`src/rtl/row_policy_adaptive.sv`:
```
// row_policy_adaptive: per-bank DRAM row tracker with open/close/timeout page policy.
// Define ROW_POLICY_STATS_EN to add saturating hit/miss/conflict counters.
module row_policy_adaptive #(
  parameter int BG_W    = 2,
  parameter int BANK_W  = 2,
  parameter int ROW_W   = 16,
  parameter int TIMEOUT = 64,
  parameter int TMO_W   = 8
) (
  input  logic              CLK,
  input  logic              nRST,
  input  logic              refresh,
  input  logic              req_en,
  input  logic [BG_W-1:0]   bank_group,
  input  logic [BANK_W-1:0] bank,
  input  logic [ROW_W-1:0]  row,
  input  logic              row_resolve,
  input  logic [1:0]        mode,
  output logic [1:0]        row_stat,
  output logic [ROW_W-1:0]  row_conflict,
  output logic              pre_req,
  output logic [BG_W-1:0]   pre_bg,
  output logic [BANK_W-1:0] pre_bank,
  input  logic              pre_ack
`ifdef ROW_POLICY_STATS_EN
  ,
  output logic [31:0]       hit_cnt,
  output logic [31:0]       miss_cnt,
  output logic [31:0]       conflict_cnt
`endif
);

  localparam int IDX_W = BG_W + BANK_W;
  localparam int NB    = 1 << IDX_W;
  localparam logic [TMO_W:0] TMO_LIM = (TMO_W+1)'(TIMEOUT);

  logic [NB-1:0]    valid_q, valid_d;
  logic [NB-1:0]    pend_q, pend_d;
  logic [NB-1:0]    cand;
  logic [ROW_W-1:0] row_q [NB];
  logic [ROW_W-1:0] row_d [NB];
  logic [TMO_W-1:0] idle_q [NB];
  logic [TMO_W-1:0] idle_d [NB];
  logic             pre_req_q, pre_req_d;
  logic [IDX_W-1:0] pre_idx_q, pre_idx_d;
  logic [1:0]       stat_d;
  logic [ROW_W-1:0] conf_d;
  logic [TMO_W:0]   inc;

  logic [IDX_W-1:0] idx;
  logic             acc, hit, conf, miss, ack;
  logic             close_m, tmo_m, shown;

  assign idx     = {bank_group, bank};
  assign close_m = (mode == 2'b01);
  assign tmo_m   = (mode == 2'b10);
  assign acc     = req_en & ~refresh;
  assign hit     = acc & valid_q[idx] & (row_q[idx] == row);
  assign conf    = acc & valid_q[idx] & (row_q[idx] != row);
  assign miss    = acc & ~valid_q[idx];
  assign ack     = pre_req_q & pre_ack & ~refresh;
  assign shown   = pre_req_q & (pre_idx_q == idx);

  assign pre_req  = pre_req_q;
  assign pre_bg   = pre_idx_q[IDX_W-1:BANK_W];
  assign pre_bank = pre_idx_q[BANK_W-1:0];

  always_comb begin
    valid_d   = valid_q;
    pend_d    = pend_q;
    row_d     = row_q;
    idle_d    = idle_q;
    stat_d    = 2'b00;
    conf_d    = row_conflict;
    pre_req_d = pre_req_q;
    pre_idx_d = pre_idx_q;
    cand      = '0;
    inc       = '0;
    if (tmo_m) begin
      for (int i = 0; i < NB; i++) begin
        if (valid_q[i] && !pend_q[i] && !(acc && idx == IDX_W'(i))) begin
          inc = {1'b0, idle_q[i]} + 1'b1;
          if (idle_q[i] != '1) idle_d[i] = idle_q[i] + 1'b1;
          if (inc >= TMO_LIM) pend_d[i] = 1'b1;
        end
      end
    end
    if (hit) begin
      stat_d      = 2'b01;
      idle_d[idx] = '0;
      if (row_resolve) valid_d[idx] = 1'b0;
      else if (close_m) pend_d[idx] = 1'b1;
    end
    if (conf) begin
      idle_d[idx] = '0;
      if (row_resolve) begin
        valid_d[idx] = 1'b0;
      end else begin
        stat_d = 2'b11;
        conf_d = row_q[idx];
      end
    end
    if (miss) begin
      stat_d       = 2'b10;
      valid_d[idx] = 1'b1;
      row_d[idx]   = row;
      idle_d[idx]  = '0;
      if (close_m) pend_d[idx] = 1'b1;
    end
    if (acc && tmo_m && !shown) pend_d[idx] = 1'b0;
    if (acc && row_resolve && pend_q[idx]) begin
      pend_d[idx] = 1'b0;
      if (shown) pre_req_d = 1'b0;
    end
    // only banks pending before this edge and still pending are eligible
    cand = pend_q & pend_d;
    if (!pre_req_q) begin
      pre_req_d = |cand;
      for (int i = NB-1; i >= 0; i--)
        if (cand[i]) pre_idx_d = IDX_W'(i);
    end else if (ack) begin
      valid_d[pre_idx_q] = 1'b0;
      pend_d[pre_idx_q]  = 1'b0;
      pre_req_d          = 1'b0;
    end
    if (refresh) begin
      valid_d   = '0;
      pend_d    = '0;
      pre_req_d = 1'b0;
      stat_d    = 2'b00;
      for (int i = 0; i < NB; i++) idle_d[i] = '0;
    end
  end

  always_ff @(posedge CLK or negedge nRST) begin
    if (!nRST) begin
      valid_q      <= '0;
      pend_q       <= '0;
      pre_req_q    <= 1'b0;
      pre_idx_q    <= '0;
      row_stat     <= 2'b00;
      row_conflict <= '0;
      for (int i = 0; i < NB; i++) begin
        row_q[i]  <= '0;
        idle_q[i] <= '0;
      end
    end else begin
      valid_q      <= valid_d;
      pend_q       <= pend_d;
      pre_req_q    <= pre_req_d;
      pre_idx_q    <= pre_idx_d;
      row_stat     <= stat_d;
      row_conflict <= conf_d;
      for (int i = 0; i < NB; i++) begin
        row_q[i]  <= row_d[i];
        idle_q[i] <= idle_d[i];
      end
    end
  end

`ifdef ROW_POLICY_STATS_EN
  always_ff @(posedge CLK or negedge nRST) begin
    if (!nRST) begin
      hit_cnt      <= '0;
      miss_cnt     <= '0;
      conflict_cnt <= '0;
    end else begin
      if (row_stat == 2'b01 && hit_cnt != '1)
        hit_cnt <= hit_cnt + 32'd1;
      if (row_stat == 2'b10 && miss_cnt != '1)
        miss_cnt <= miss_cnt + 32'd1;
      if (row_stat == 2'b11 && conflict_cnt != '1)
        conflict_cnt <= conflict_cnt + 32'd1;
    end
  end
`endif

endmodule
```
`config.mk`:
```
export PLATFORM = sky130hd
export DESIGN_NAME = row_policy_adaptive
export DESIGN_NICKNAME = d
export VERILOG_FILES = /design/src/rtl/row_policy_adaptive.sv
export SDC_FILE = /design/constraint.sdc
export NUM_CORES = 1
export LEC_CHECK = 0
export BUFFER_PORTS_ARGS = -buffer_cell sky130_fd_sc_hd__buf_2
export CORE_AREA = 2 2 170 338
export CTS_BUF_LIST = sky130_fd_sc_hd__clkbuf_16
export DETAILED_ROUTE_END_ITERATION = 16
export DIE_AREA = 0 0 172 340
export HOLD_SLACK_MARGIN = 0.06
export PLACE_DENSITY = 0.55
export SETUP_SLACK_MARGIN = 0.2
export SKIP_CTS_REPAIR_TIMING = 1
export SLEW_MARGIN = 15
export SYNTH_ARGS = -nofsm -noshare
export SYNTH_HDL_FRONTEND = slang
export SYNTH_SLANG_ARGS = --single-unit
```
`constraint.sdc`:
```
create_clock -name CLK -period 3.5 [get_ports CLK]
set_input_delay 0.35 -clock CLK [delete_from_list [all_inputs] [get_ports CLK]]
set_output_delay 0.35 -clock CLK [all_outputs]
set_load 0.02 [all_outputs]
```
; ---- Word level (Yosys, flattened, before mapping)
; Index checks and enable logic that the tools add are counted.
[word_totals]
regBits = 439
latchBits = 0
mem_bits_rw = 0
romBits = 0
input_bits = 28
word_cells = 380
memories = 0
[op_classes]
addsub = 32
mul = 0
div_mod_pow = 0
order_cmp = 22
n_eq_ne = 36
n_shift = 0
muxes = 130
n_bitwise = 29
n_reduce_logical = 93
[op_table]
columns = operator, n
row1 = two-way mux 128 bit, 5
row2 = AND 128 bit, 3
row3 = two-way mux 16 bit, 22
row4 = two-way mux 8 bit, 33
row5 = bitwise mux 256 bit, 1
row6 = "adder 8 x 1 -> 9 bit, second input constant", 16
row7 = ">= comparator 9 x 7 -> 1 bit, second input constant", 16
row8 = "adder 8 x 1 -> 8 bit, second input constant", 16
row9 = "!= test 8 bit, second input constant", 16
row10 = inverter 128 bit, 1
row11 = AND 16 bit, 7
row12 = binary-select mux 16 bit (select 4 bit), 1
row13 = demux 16 bit (select 4 bit), 1
row14 = two-way mux 4 bit, 16
row15 = logical AND 1 bit, 55
row16 = bitwise OR 16 bit, 3
row17 = two-way mux 1 bit, 42
row18 = logical NOT 1 bit, 33
row19 = demux 8 bit (select 4 bit), 1
row20 = "equality test 4 bit, second input constant", 8
row21 = inverter 16 bit, 2
row22 = equality test 16 bit, 1
row23 = "equality test 4 x 3 -> 1 bit, second input constant", 4
row24 = != test 16 bit, 1
row25 = 19 further kinds, 38

; ---- Depth between registers and ports, before layout
; Gate-level depths: netlist (run 1).
[depth]
word_depth = 35
ltp_mapped = 13
mapped_depth_nobuf = 9

; ---- Least setup slack after synthesis (run 1)
; No wires, ideal clock.
[synth_path]
path_kind = input to register
start = in bank[0]
end = reg row_q[38] (netlist name)
setup_ns = 0.128
t_arrival_ns = 2.871
t_required_ns = 3.372
path_slack_ns = 0.501
cell_stages = 9
path_cell_list = buf_4 > buf_6 > buf_6 > mux4_2 > mux4_2 > buf_6 > nor3_4 > buf_4 > mux2_1
[synth_via]
elab_chain_len = 6
word_cells_on_any_way = 11
[synth_rtl]
columns = element, line_no
row1 = "start, declared", 15  ; input logic [BANK_W-1:0] bank,
row2 = inverter 4 -> 5 bit (not written as such), 106  ; row_d[idx] = row;
row3 = >= comparator 5 bit (not written as such) / < comparator 5 x 1 -> 1 bit (equally long branches), 106
row4 = logical AND 1 bit (not written as such), 106
row5 = two-way mux 16 bit (not written as such), 106
row6 = demux 16 bit (select 4 bit), 106
row7 = bitwise mux 256 bit, 106
row8 = "end signal, assigned by index", 155  ; row_q[i] <= row_d[i];
row9 = "end, declared", 40  ; logic [ROW_W-1:0] row_q [NB];
; Several ways; a longest one is shown, not always the timed one. The select of a mux whose other input is x is not followed.
; A chain may end at the register's enable or synchronous reset.

; ---- Final worst setup path (run 1)
[layout_path]
start = reg pend_q[6]
end = reg pre_idx_q[0]
[layout_via]
elab_chain_len = 24
word_cells_on_any_way = 38
[layout_rtl]
columns = element, line_no
row1 = "start, declared", 38  ; logic [NB-1:0] pend_q, pend_d;
row2 = "start signal, assigned", 149  ; pend_q <= pend_d;
row3 = logical NOT 1 bit, 81  ; if (valid_q[i] && !pend_q[i] && !(acc && idx == IDX_W'(i))) begin
row4 = logical AND 1 bit (2 in a row), 81
row5 = two-way mux 1 bit, 81
row6 = two-way mux 16 bit, 79  ; if (tmo_m) begin
row7 = bitwise OR 16 bit (no source line), n/a
row8 = two-way mux 16 bit, 92  ; else if (close_m) pend_d[idx] = 1'b1;
row9 = two-way mux 16 bit, 91  ; if (row_resolve) valid_d[idx] = 1'b0;
row10 = two-way mux 16 bit, 88  ; if (hit) begin
row11 = bitwise OR 16 bit (no source line), n/a
row12 = two-way mux 16 bit, 108  ; if (close_m) pend_d[idx] = 1'b1;
row13 = two-way mux 16 bit, 103  ; if (miss) begin
row14 = AND 16 bit (no source line), n/a
row15 = two-way mux 16 bit, 110  ; if (acc && tmo_m && !shown) pend_d[idx] = 1'b0;
row16 = AND 16 bit (no source line), n/a
row17 = two-way mux 16 bit, 111  ; if (acc && row_resolve && pend_q[idx]) begin
row18 = AND 16 bit (*), 116  ; cand = pend_q & pend_d;
row19 = two-way mux 4 bit (7 in a row), 120  ; if (cand[i]) pre_idx_d = IDX_W'(i);
row20 = "end signal, assigned", 151  ; pre_idx_q <= pre_idx_d;
row21 = "end, declared", 45  ; logic [IDX_W-1:0] pre_idx_q, pre_idx_d;
; Mark *: on every way between the ends. The rest lies on a longest branch, timed or not. The select of a mux whose other input is x is not followed.

==> run_results.csv, run 1 <==
group,metric,value,unit
cells_and_area,finalNetCount,2133,
synthesis,synthDistinctLibCells,90,
clock_tree,tritoncts,"done",
timing,slew_violations,0,
worst_setup_path,slowest_stage,"o31ai_1",
synthesis,async_flop_share,100.0,%
synthesis,synth-seq-area-share,47.20,%
floorplanning,design.core.area,56020,um2
cells_and_area,finalInstanceArea,26620,um2
floorplanning,die_y,340,um
timing,rsz0062_at_grt,"false",
cells_and_area,area_growth,14.40,%
worst_setup_path,r2r-end,"pre_idx_q[0]$_DFFE_PN0P_",
worst_setup_path,r2r_cells,9,
cells_and_area,post-route-util,47.53,%
clock_tree,htree_levels,2,
job,drv_cap,0,
worst_setup_path,worstPathArrival,3.53,ns
placed_design,post_dp_cell_area,25240,um2
global_route,grt_pass1_wl,106500,um
power,cellPowerDensity,481.3,nW/um2
status,status,"completed",
placed_design,portBuffers,50,
worst_setup_path,cp_max_fo,6,
global_route,grt_pass1_vias,17620,
hold_path,worst_hold_path.endpoint,"pre_req$_DFF_PN0_",
synthesis,synth-main-ff-cell,"dfrtp_1",
timing,max_clock_freq,325.2,MHz
route,ant_nets,0,
worst_setup_path,endpoint_kind,"flip-flop",
worst_setup_path,required,3.96,ns
route,firstDrtPassIters,5,
hold_path,hp-start,"pre_ack",
global_route,grt-ovfl-total,0,
synthesis,netlist_instances,1960,
clock_tree,numClockSinks,439,
clock_tree,root_buffer,"clkbuf_16",
clock_tree,cts-buffers-inserted,43,
synthesis,syn_avg_cell_area,11.87,um2
floorplanning,num_io_pins,51,
route,wl,69010,um
worst_setup_path,crit_family,"compound AO/OA/AOI/OAI gates",
cells_and_area,register_area,10990,um2
route,post_drt_wl_per_cell,24.15,um
worst_setup_path,r2r-start,"pend_q[6]$_DFF_PN0_",
worst_setup_path,reg2reg_slack,0.42,ns
timing,max_slew_margin,36.34,%
worst_setup_path,critPathBufInv,1,
hold_path,hold_class,"in -> reg",
cells_and_area,multi_input_area,11550,um2
worst_setup_path,cpPeakStageDelay,0.64,ns
timing,hold_viol_final,0,
route,vias,16320,
placed_design,place_congestion,0.9107,
power,p_total,12.81,mW
power,ir_drop,273.2,uV
placed_design,hpwl,49190,um
power,power.leakage,11.44,nW
floorplanning,die_w,172,um
floorplanning,initial_core_util,41.54,%
clock_tree,clk_path_buf_depth,3,
route,post-route-drc-count,0,
global_route,grt_max_degree,92,
synthesis,ys_warn_count,0,
floorplanning,die-area,58480,um2
synthesis,syn-num-nets,2020,
synthesis,synth-seq-cells,439,
worst_setup_path,critPathKind,"reg -> reg",
timing,tightest_slew,0.9477,ns
clock_tree,path_clk_slew,0.07,ns
route,drtIter0Drc,1022,
floorplanning,rows,123,
worst_setup_path,path_cells,"mux4_2 > o22ai_1 > o21ai_0 > o31ai_1 > nand2b_1 > o311ai_0 > buf_4 > a311oi_1 > o2bb2ai_1",
synthesis,synth-edff-count,0,
timing,final.setup_skew,0.01762,ns
route,viasPerCell,5.709,
cells_and_area,drive_above_1_share,30.61,%
clock_tree,clock_latency,0.60,ns
timing,final-setup-viol-count,0,
cells_and_area,nFillCells,5149,
timing,post-route-period-util,87.86,%
timing,min_period,3.075,ns
global_route,gr-usage-all-layers,24.22,%
synthesis,syn_area,23270,um2
timing,hold-worst-slack,0.09738,ns
worst_setup_path,cp-start-kind,"flip-flop",
global_route,antenna_found_initial,2,
hold_path,worstHoldPathCells,3,
timing,fin_tns_setup,0,ns
==> layout by cell type (no fill, tap or decap), types with 6 or more instances in the layout <==
cell type    n
and3_1      21
nand4_1     19
buf_2       46
mux2i_1     48
o21ai_0     47
mux4_2      71
a311oi_1    11
buf_4      107
nor4_1       9
xnor2_1     63
nand3_1     61
inv_1       37
a31oi_1     17
clkbuf_16   43
nand3b_1    10
mux2_2     270
and4_1       8
a21oi_1     73
or3_1       10
mux2_1      12
clkinv_1     9
nor2_4      15
nor2b_1     30
nand2_1    103
nor3_1      27
nor3b_1     12
dfrtp_1    439
a211oi_1    20
buf_12      31
nand2b_1    37
xor2_1      62
mux2_4       6
ha_1        32
nor2_1     166
o21a_1       9
==> cells by family after synthesis <==
kind of cell / share of synthesized area, %
AOI/OAI and AO/OA: 7.231
xor gates and xnor gates: 4.704
adders and majority gates: 1.720
buffers and inverters: 3.156
DFF: 47.20
muxes: 23.26
and+or+nand+nor: 12.73
==> stage by stage <==
step | setup slack (ns) | cells
finish | 0.4248 | 2858
global placement | -0.02876 | 2777
detailed placement | -0.06425 | 2777
global route | 0.2578 | 2858
floorplan | 0.5014 | 1960
CTS | 0.4089 | 2856
==> tightest hold or removal path: cells and delay by family <==
kind	cells	cell delay (ns)
buffers and inverters	1	0.11
AOI/OAI and AO/OA	1	0.07
and+or+nand+nor	1	0.11
==> synth_stat cells (all sizes together), types with 4 or more instances <==
library cell    n  area share (%)
mux2i          51             2.4
o22ai           4            0.11
o311ai          5            0.19
nand2b         37            0.99
o211ai          4            0.13
and4            8            0.30
a221oi          4            0.18
ha             32             1.7
a41oi           8            0.40
o31ai           6            0.22
a311oi         12            0.48
nor2b          30            0.81
nor3b          12            0.39
nand2         105             1.7
a21oi          74             1.6
xor2           62             2.3
nand3b         10            0.32
or3            10            0.27
inv            24            0.39
mux2          288              14
and3           21            0.56
nand3          63             1.4
nor4           10            0.33
buf            64             1.9
xnor2          63             2.4
or2             6            0.17
and2            5            0.13
nand4          19            0.51
a31oi          17            0.46
nor2          184             3.5
o21a            9            0.29
clkbuf         54            0.87
dfrtp         439              47
o21ai          50             1.1
mux4           71             6.9
a211oi         21            0.70
nor3           32            0.85
==> registers in the layout, summed over array words and instances, names as in the netlist <==
signal,flops
idle_q,128
pend_q,16
pre_idx_q,4
pre_req,1
row_conflict,16
row_q,256
row_stat,2
valid_q,16
==> report_power, final <==
part / total [mW] / switching (mW) / leakage (nW) / internal [mW]
logic: 2.09 / 1.02 / 4.93 / 1.07
clock network: 4.69 / 2.13 / 0.712 / 2.55
registers: 6.04 / 0.352 / 5.80 / 5.68
==> how the worst max path moves through the flow <==
stage / slack (ns) / start / end / cells after the start
after global placement: -0.03 / bank[1] / pre_idx_q[0]$_DFFE_PN0P_ / 12
after floorplan: 0.50 / bank[0] / row_q[38]$_DFFE_PN0P_ / 9
final: 0.42 / pend_q[6]$_DFF_PN0_ / pre_idx_q[0]$_DFFE_PN0P_ / 9
after detailed placement: -0.06 / bank[1] / row_conflict[1]$_DFFE_PN0P_ / 11
after CTS: 0.41 / pend_q[6]$_DFF_PN0_ / pre_idx_q[0]$_DFFE_PN0P_ / 9
after global routing: 0.26 / pend_q[6]$_DFF_PN0_ / pre_idx_q[0]$_DFFE_PN0P_ / 9
==> metal layers <==
metal  routed length (um)  share of wire [%]  track usage, %  vias up
met4                 3909                5.7           12.52        2
met2                37470                 54           44.67      384
met1                25290                 37           26.97     8462
met5                   14              0.020               0        -
li1                     -                  -               -     7288
met3                 2326                3.4           2.698      179
==> layout make-up <==
type	instances	area share [%]
sequential	439	41.26
multi-input combinational	1378	43.39
clock buffer	43	4.042
antenna	1	0.009399
timing repair buffer	186	6.307
tap	750	3.525
clock inverter	36	1.109
inverter	25	0.3525
Power figures use the tool's default switching activity.
==> run 2, diff against run 1 <==
- RECOVER_POWER: not set -> 25
==> run_results.csv, run 2 (synthesis gave the netlist of run 1 again) <==
group,metric,value,unit
status,status,"complete, but fails checks",
status,violations,"capacitance limit, slew limit",
route,firstDrtPassIters,8,
cells_and_area,final_cell_mix,"439 x dfrtp_1, 270 x mux2_2, 166 x nor2_1",
floorplanning,initial_core_util,41.54,%
power,cellPowerDensity,481.9,nW/um2
clock_tree,root_buffer,"clkbuf_16",
power,power.leakage,11.43,nW
timing,min_period,3.082,ns
power,combPwrFrac,16.3,%
worst_setup_path,cpPeakStageDelay,0.68,ns
placed_design,hpwl,49190,um
route,vias,16350,
floorplanning,rows,123,
global_route,grt_pass1_vias,17620,
worst_setup_path,r2r-start,"pend_q[2]$_DFF_PN0_",
power,intPower,9.309,mW
route,post_drt_wl_per_cell,24.17,um
route,post-route-drc-count,0,
worst_setup_path,cp-start-kind,"flip-flop",
worst_setup_path,worstPathArrival,3.54,ns
power,p_total,12.82,mW
floorplanning,design.core.area,56020,um2
clock_tree,tritoncts,"done",
power,clkPwrFrac,36.6,%
worst_setup_path,cp-startpoint,"pend_q[2]$_DFF_PN0_",
power,switchingPower,3.511,mW
global_route,gr-usage-all-layers,24.22,%
timing,max_slew_margin,-65.91,%
worst_setup_path,required,3.96,ns
cells_and_area,finalNetCount,2133,
cells_and_area,top_regs,"row_q (256), idle_q (128)",
timing,hold-worst-slack,0.09728,ns
worst_setup_path,endpoint_kind,"flip-flop",
cells_and_area,final_common_cell,"dfrtp_1",
route,viasPerCell,5.721,
power,ir_drop,272.9,uV
timing,fin_tns_setup,0,ns
global_route,grt_pass1_wl,106500,um
floorplanning,die-area,58480,um2
global_route,grt-ovfl-total,0,
clock_tree,numClockSinks,439,
clock_tree,path_clk_slew,0.07,ns
cells_and_area,area_growth,14.32,%
timing,max_clock_freq,324.5,MHz
cells_and_area,largest_reg_flops,256,
timing,slew_violations,89,
cells_and_area,drive_above_1_share,30.56,%
route,wl,69060,um
route,ant_nets,0,
cells_and_area,top_register,"row_q",
floorplanning,die_w,172,um
placed_design,pre_cts_slack,-0.06425,ns
placed_design,post_dp_cell_area,25240,um2
clock_tree,cts-buffers-inserted,43,
hold_path,hold_class,"in -> reg",
worst_setup_path,cp_max_fo,6,
route,drtIter0Drc,1025,
floorplanning,die_y,340,um
power,seqPwrFrac,47.1,%
timing,post-route-period-util,88.05,%
floorplanning,num_io_pins,51,
timing,hold_viol_final,0,
worst_setup_path,path_cells,"mux4_2 > o22ai_1 > nor4_4 > o31ai_1 > nand2b_1 > o311ai_0 > buf_4 > a311oi_1 > o2bb2ai_1",
timing,rsz0062_at_grt,"false",
worst_setup_path,critPathKind,"reg -> reg",
global_route,antenna_found_initial,2,
cells_and_area,finalInstanceArea,26600,um2
placed_design,portBuffers,50,
timing,final.setup_skew,0.01530,ns
clock_tree,clk_path_buf_depth,3,
power,netSwitchingFraction,27.39,%
placed_design,place_congestion,0.9107,
job,drv_cap,1,
clock_tree,htree_levels,2,
hold_path,hp-start,"pre_ack",
timing,fin_ws,0.4184,ns
worst_setup_path,slowest_stage,"o31ai_1",
global_route,grt_max_degree,92,
clock_tree,clock_latency,0.60,ns
timing,final-setup-viol-count,0,
timing,tightest_slew,2.489,ns
## run 2: cell count changes in the layout (fill, tap and decap cells not counted), sizes merged
cell,change
buf,-4
clkbuf,+4
## run 2: power by group through the flow
stage	clock network, mW	logic, mW	registers, mW
floorplan	0	1.43	6.01
global placement	0	2.06	6.09
detailed placement	0	2.11	6.13
CTS	4.81	2.12	6.03
global route	4.99	2.24	6.10
finish	4.69	2.09	6.04
## run 2: path summary, 6_finish.rpt
check | end | slack [ns] | cells past startpoint
max reg2reg | pre_idx_q[0]$_DFFE_PN0P_ | 0.42 | 9
max | pre_idx_q[0]$_DFFE_PN0P_ | 0.42 | 9
min | pre_req$_DFF_PN0_ | 0.1 | 3
min reg2reg | row_q[39]$_DFFE_PN0P_ | 0.49 | 1
max in group asynchronous | row_q[143]$_DFFE_PN0P_ | 0.74 | 3
min in group asynchronous | row_q[117]$_DFFE_PN0P_ | 0.98 | 2
## run 2: final cells by class
class,instances,area [um2]
fillers,5152,29410
multi-input cells,1378,11550
flip-flops and latches,439,10990
repair buffers,186,1660
clock buffers,43,1076
well taps,750,938.4
clock inverters,36,295.3
inverters,25,93.84
diodes,1,2.502
## run 2: critical path: cells and delay by family, from the launching register on
family	cells	cell delay (ns)
compound gates	5	1.54
mux	1	0.48
flops	1	0.46
simple gates	2	0.26
buf+inv	1	0.20
## run 2: layer usage
metal / wire (um) / vias to the layer above / share of wire (%) / track usage [%]
met5: 14 / - / 0.020 / 0
met4: 3993 / 2 / 5.8 / 12.52
met3: 2277 / 190 / 3.3 / 2.698
met2: 37420 / 389 / 54 / 44.67
met1: 25360 / 8478 / 37 / 26.97
li1: - / 7292 / - / -
## run 2: stage by stage
step                util, %  std cells
detailed placement    45.05       2777
CTS                   47.50       2856
global route          47.49       2858
finish                47.49       2858
global placement      45.05       2777
floorplan                 -       1960
==> run 3, diff against run 2 <==
- clock period: 3.5 -> 3.15 ns (I/O delays scaled with it)
==> run_results.csv, run 3 (synthesis gave the netlist of run 1 again) <==
group,metric,value,unit
cells_and_area,drive_above_1_share,33.41,%
timing,rsz0062_at_grt,"false",
clock_tree,tritoncts,"done",
worst_setup_path,endpoint_kind,"flip-flop",
global_route,antenna_found_initial,3,
floorplanning,num_io_pins,51,
timing,hold_viol_final,0,
timing,slew_violations,73,
cells_and_area,largest_reg_flops,256,
clock_tree,numClockSinks,439,
timing,max_slew_margin,-39.97,%
cells_and_area,finalInstanceArea,27210,um2
worst_setup_path,cpMostUsedCell,"buf_4",
worst_setup_path,cp-start-kind,"flip-flop",
timing,max_clock_freq,353.3,MHz
global_route,grt_max_degree,77,
worst_setup_path,cpPeakStageDelay,0.48,ns
floorplanning,initial_core_util,41.54,%
timing,post-route-period-util,89.86,%
worst_setup_path,required,3.60,ns
route,wl,68980,um
cells_and_area,final_cells,2931,
timing,final-setup-viol-count,0,
placed_design,dp_cells,2850,
worst_setup_path,critPathKind,"reg -> reg",
timing,tightest_slew,2.100,ns
worst_setup_path,cp_max_fo,5,
cells_and_area,area_growth,16.91,%
global_route,grt_pass1_vias,17810,
clock_tree,clk_path_buf_depth,3,
clock_tree,clock_latency,0.58,ns
timing,min_period,2.830,ns
route,post_drt_wl_per_cell,23.54,um
cells_and_area,register_area,10990,um2
power,ir_drop,401.6,uV
placed_design,portBuffers,50,
worst_setup_path,slowest_stage,"mux4_2",
cells_and_area,final_common_cell,"dfrtp_1",
status,violations,"capacitance limit, slew limit",
floorplanning,die_y,340,um
floorplanning,design.core.area,56020,um2
placed_design,place_congestion,0.9311,
worst_setup_path,crit_family,"multiplexers",
clock_tree,path_clk_slew,0.06,ns
hold_path,hold_class,"in -> reg",
cells_and_area,post-route-util,48.57,%
power,power.leakage,11.79,nW
clock_tree,htree_levels,2,
cells_and_area,finalNetCount,2206,
power,cellPowerDensity,523.0,nW/um2
route,ant_nets,0,
placed_design,post_dp_cell_area,25810,um2
cells_and_area,final_cell_mix,"436 x dfrtp_1, 270 x mux2_2, 173 x buf_4",
worst_setup_path,worstPathArrival,3.28,ns
status,status,"complete, but fails checks",
floorplanning,die-area,58480,um2
route,viasPerCell,5.650,
route,firstDrtPassIters,5,
route,post-route-drc-count,0,
route,drtIter0Drc,845,
global_route,grt-ovfl-total,0,
clock_tree,root_buffer,"clkbuf_16",
timing,final.setup_skew,0.02246,ns
floorplanning,rows,123,
job,drv_cap,1,
global_route,gr-usage-all-layers,24.20,%
route,vias,16560,
placed_design,hpwl,50310,um
timing,hold-worst-slack,0.08315,ns
clock_tree,cts-buffers-inserted,43,
cells_and_area,top_regs,"row_q (256), idle_q (128)",
floorplanning,die_w,172,um
power,p_total,14.23,mW
worst_setup_path,critPathBufInv,2,
cells_and_area,top_register,"row_q",
cells_and_area,nFillCells,5087,
worst_setup_path,path_cells,"mux4_2 > mux2i_2 > mux2i_1 > xnor2_1 > buf_4 > nand4_1 > nor3_4 > a21oi_4 > buf_4 > mux2_2",
cells_and_area,multi_input_area,11600,um2
global_route,grt_pass1_wl,106700,um
run 3: worst paths after layout:
kind,start,to,slack (ns),depth (start not counted)
max,row_q[83]$_DFFE_PN0P_,row_conflict[1]$_DFFE_PN0P_,0.32,10
min,pre_ack,pre_req$_DFF_PN0_,0.08,3
max reg2reg,row_q[83]$_DFFE_PN0P_,row_conflict[1]$_DFFE_PN0P_,0.32,10
min reg2reg,row_q[249]$_DFFE_PN0P_,row_q[249]$_DFFE_PN0P_,0.49,1
max in group asynchronous,nRST,row_q[124]$_DFFE_PN0P_,0.69,3
min in group asynchronous,nRST,row_q[211]$_DFFE_PN0P_,0.87,2
run 3: routing by layer:
layer / vias to the layer above / track usage (%) / share of wire (%)
met4: 2 / 13.20 / 6.0
met1: 8548 / 26.57 / 36
li1: 7437 / - / -
met2: 385 / 44.92 / 55
met3: 188 / 2.419 / 3.0
met5: - / 0 / 0.023
run 3: area by class of cell:
type,count,share of cell area (%)
Timing Repair Buffer,259,8.213
Clock inverter,34,0.8876
Antenna cell,2,0.01840
Multi-Input combinational cell,1378,42.65
Inverter,25,0.3449
Tap cell,750,3.449
Clock buffer,44,4.047
Sequential cell,439,40.39
run 3: through the flow:
step | TNS (ns) | setup slack, ns
floorplan | 0 | 0.2337
global placement | -3.525 | -0.4486
detailed placement | -6.836 | -0.4317
CTS | -0.04058 | -0.04058
global route | 0 | 0.2131
finish | 0 | 0.3196
run 3: worst reg2reg max path: stages (launching register included):
cell	delay [ns]
dfrtp_1	0.38
mux4_2	0.48
mux2i_2	0.24
mux2i_1	0.19
xnor2_1	0.17
buf_4	0.15
nand4_1	0.23
nor3_4	0.29
a21oi_4	0.12
buf_4	0.19
mux2_2	0.27
run 3: power by group:
group,switching (mW),total (mW),internal [mW]
registers,0.372,6.69,6.32
logic,1.17,2.46,1.29
clock network,2.30,5.08,2.78
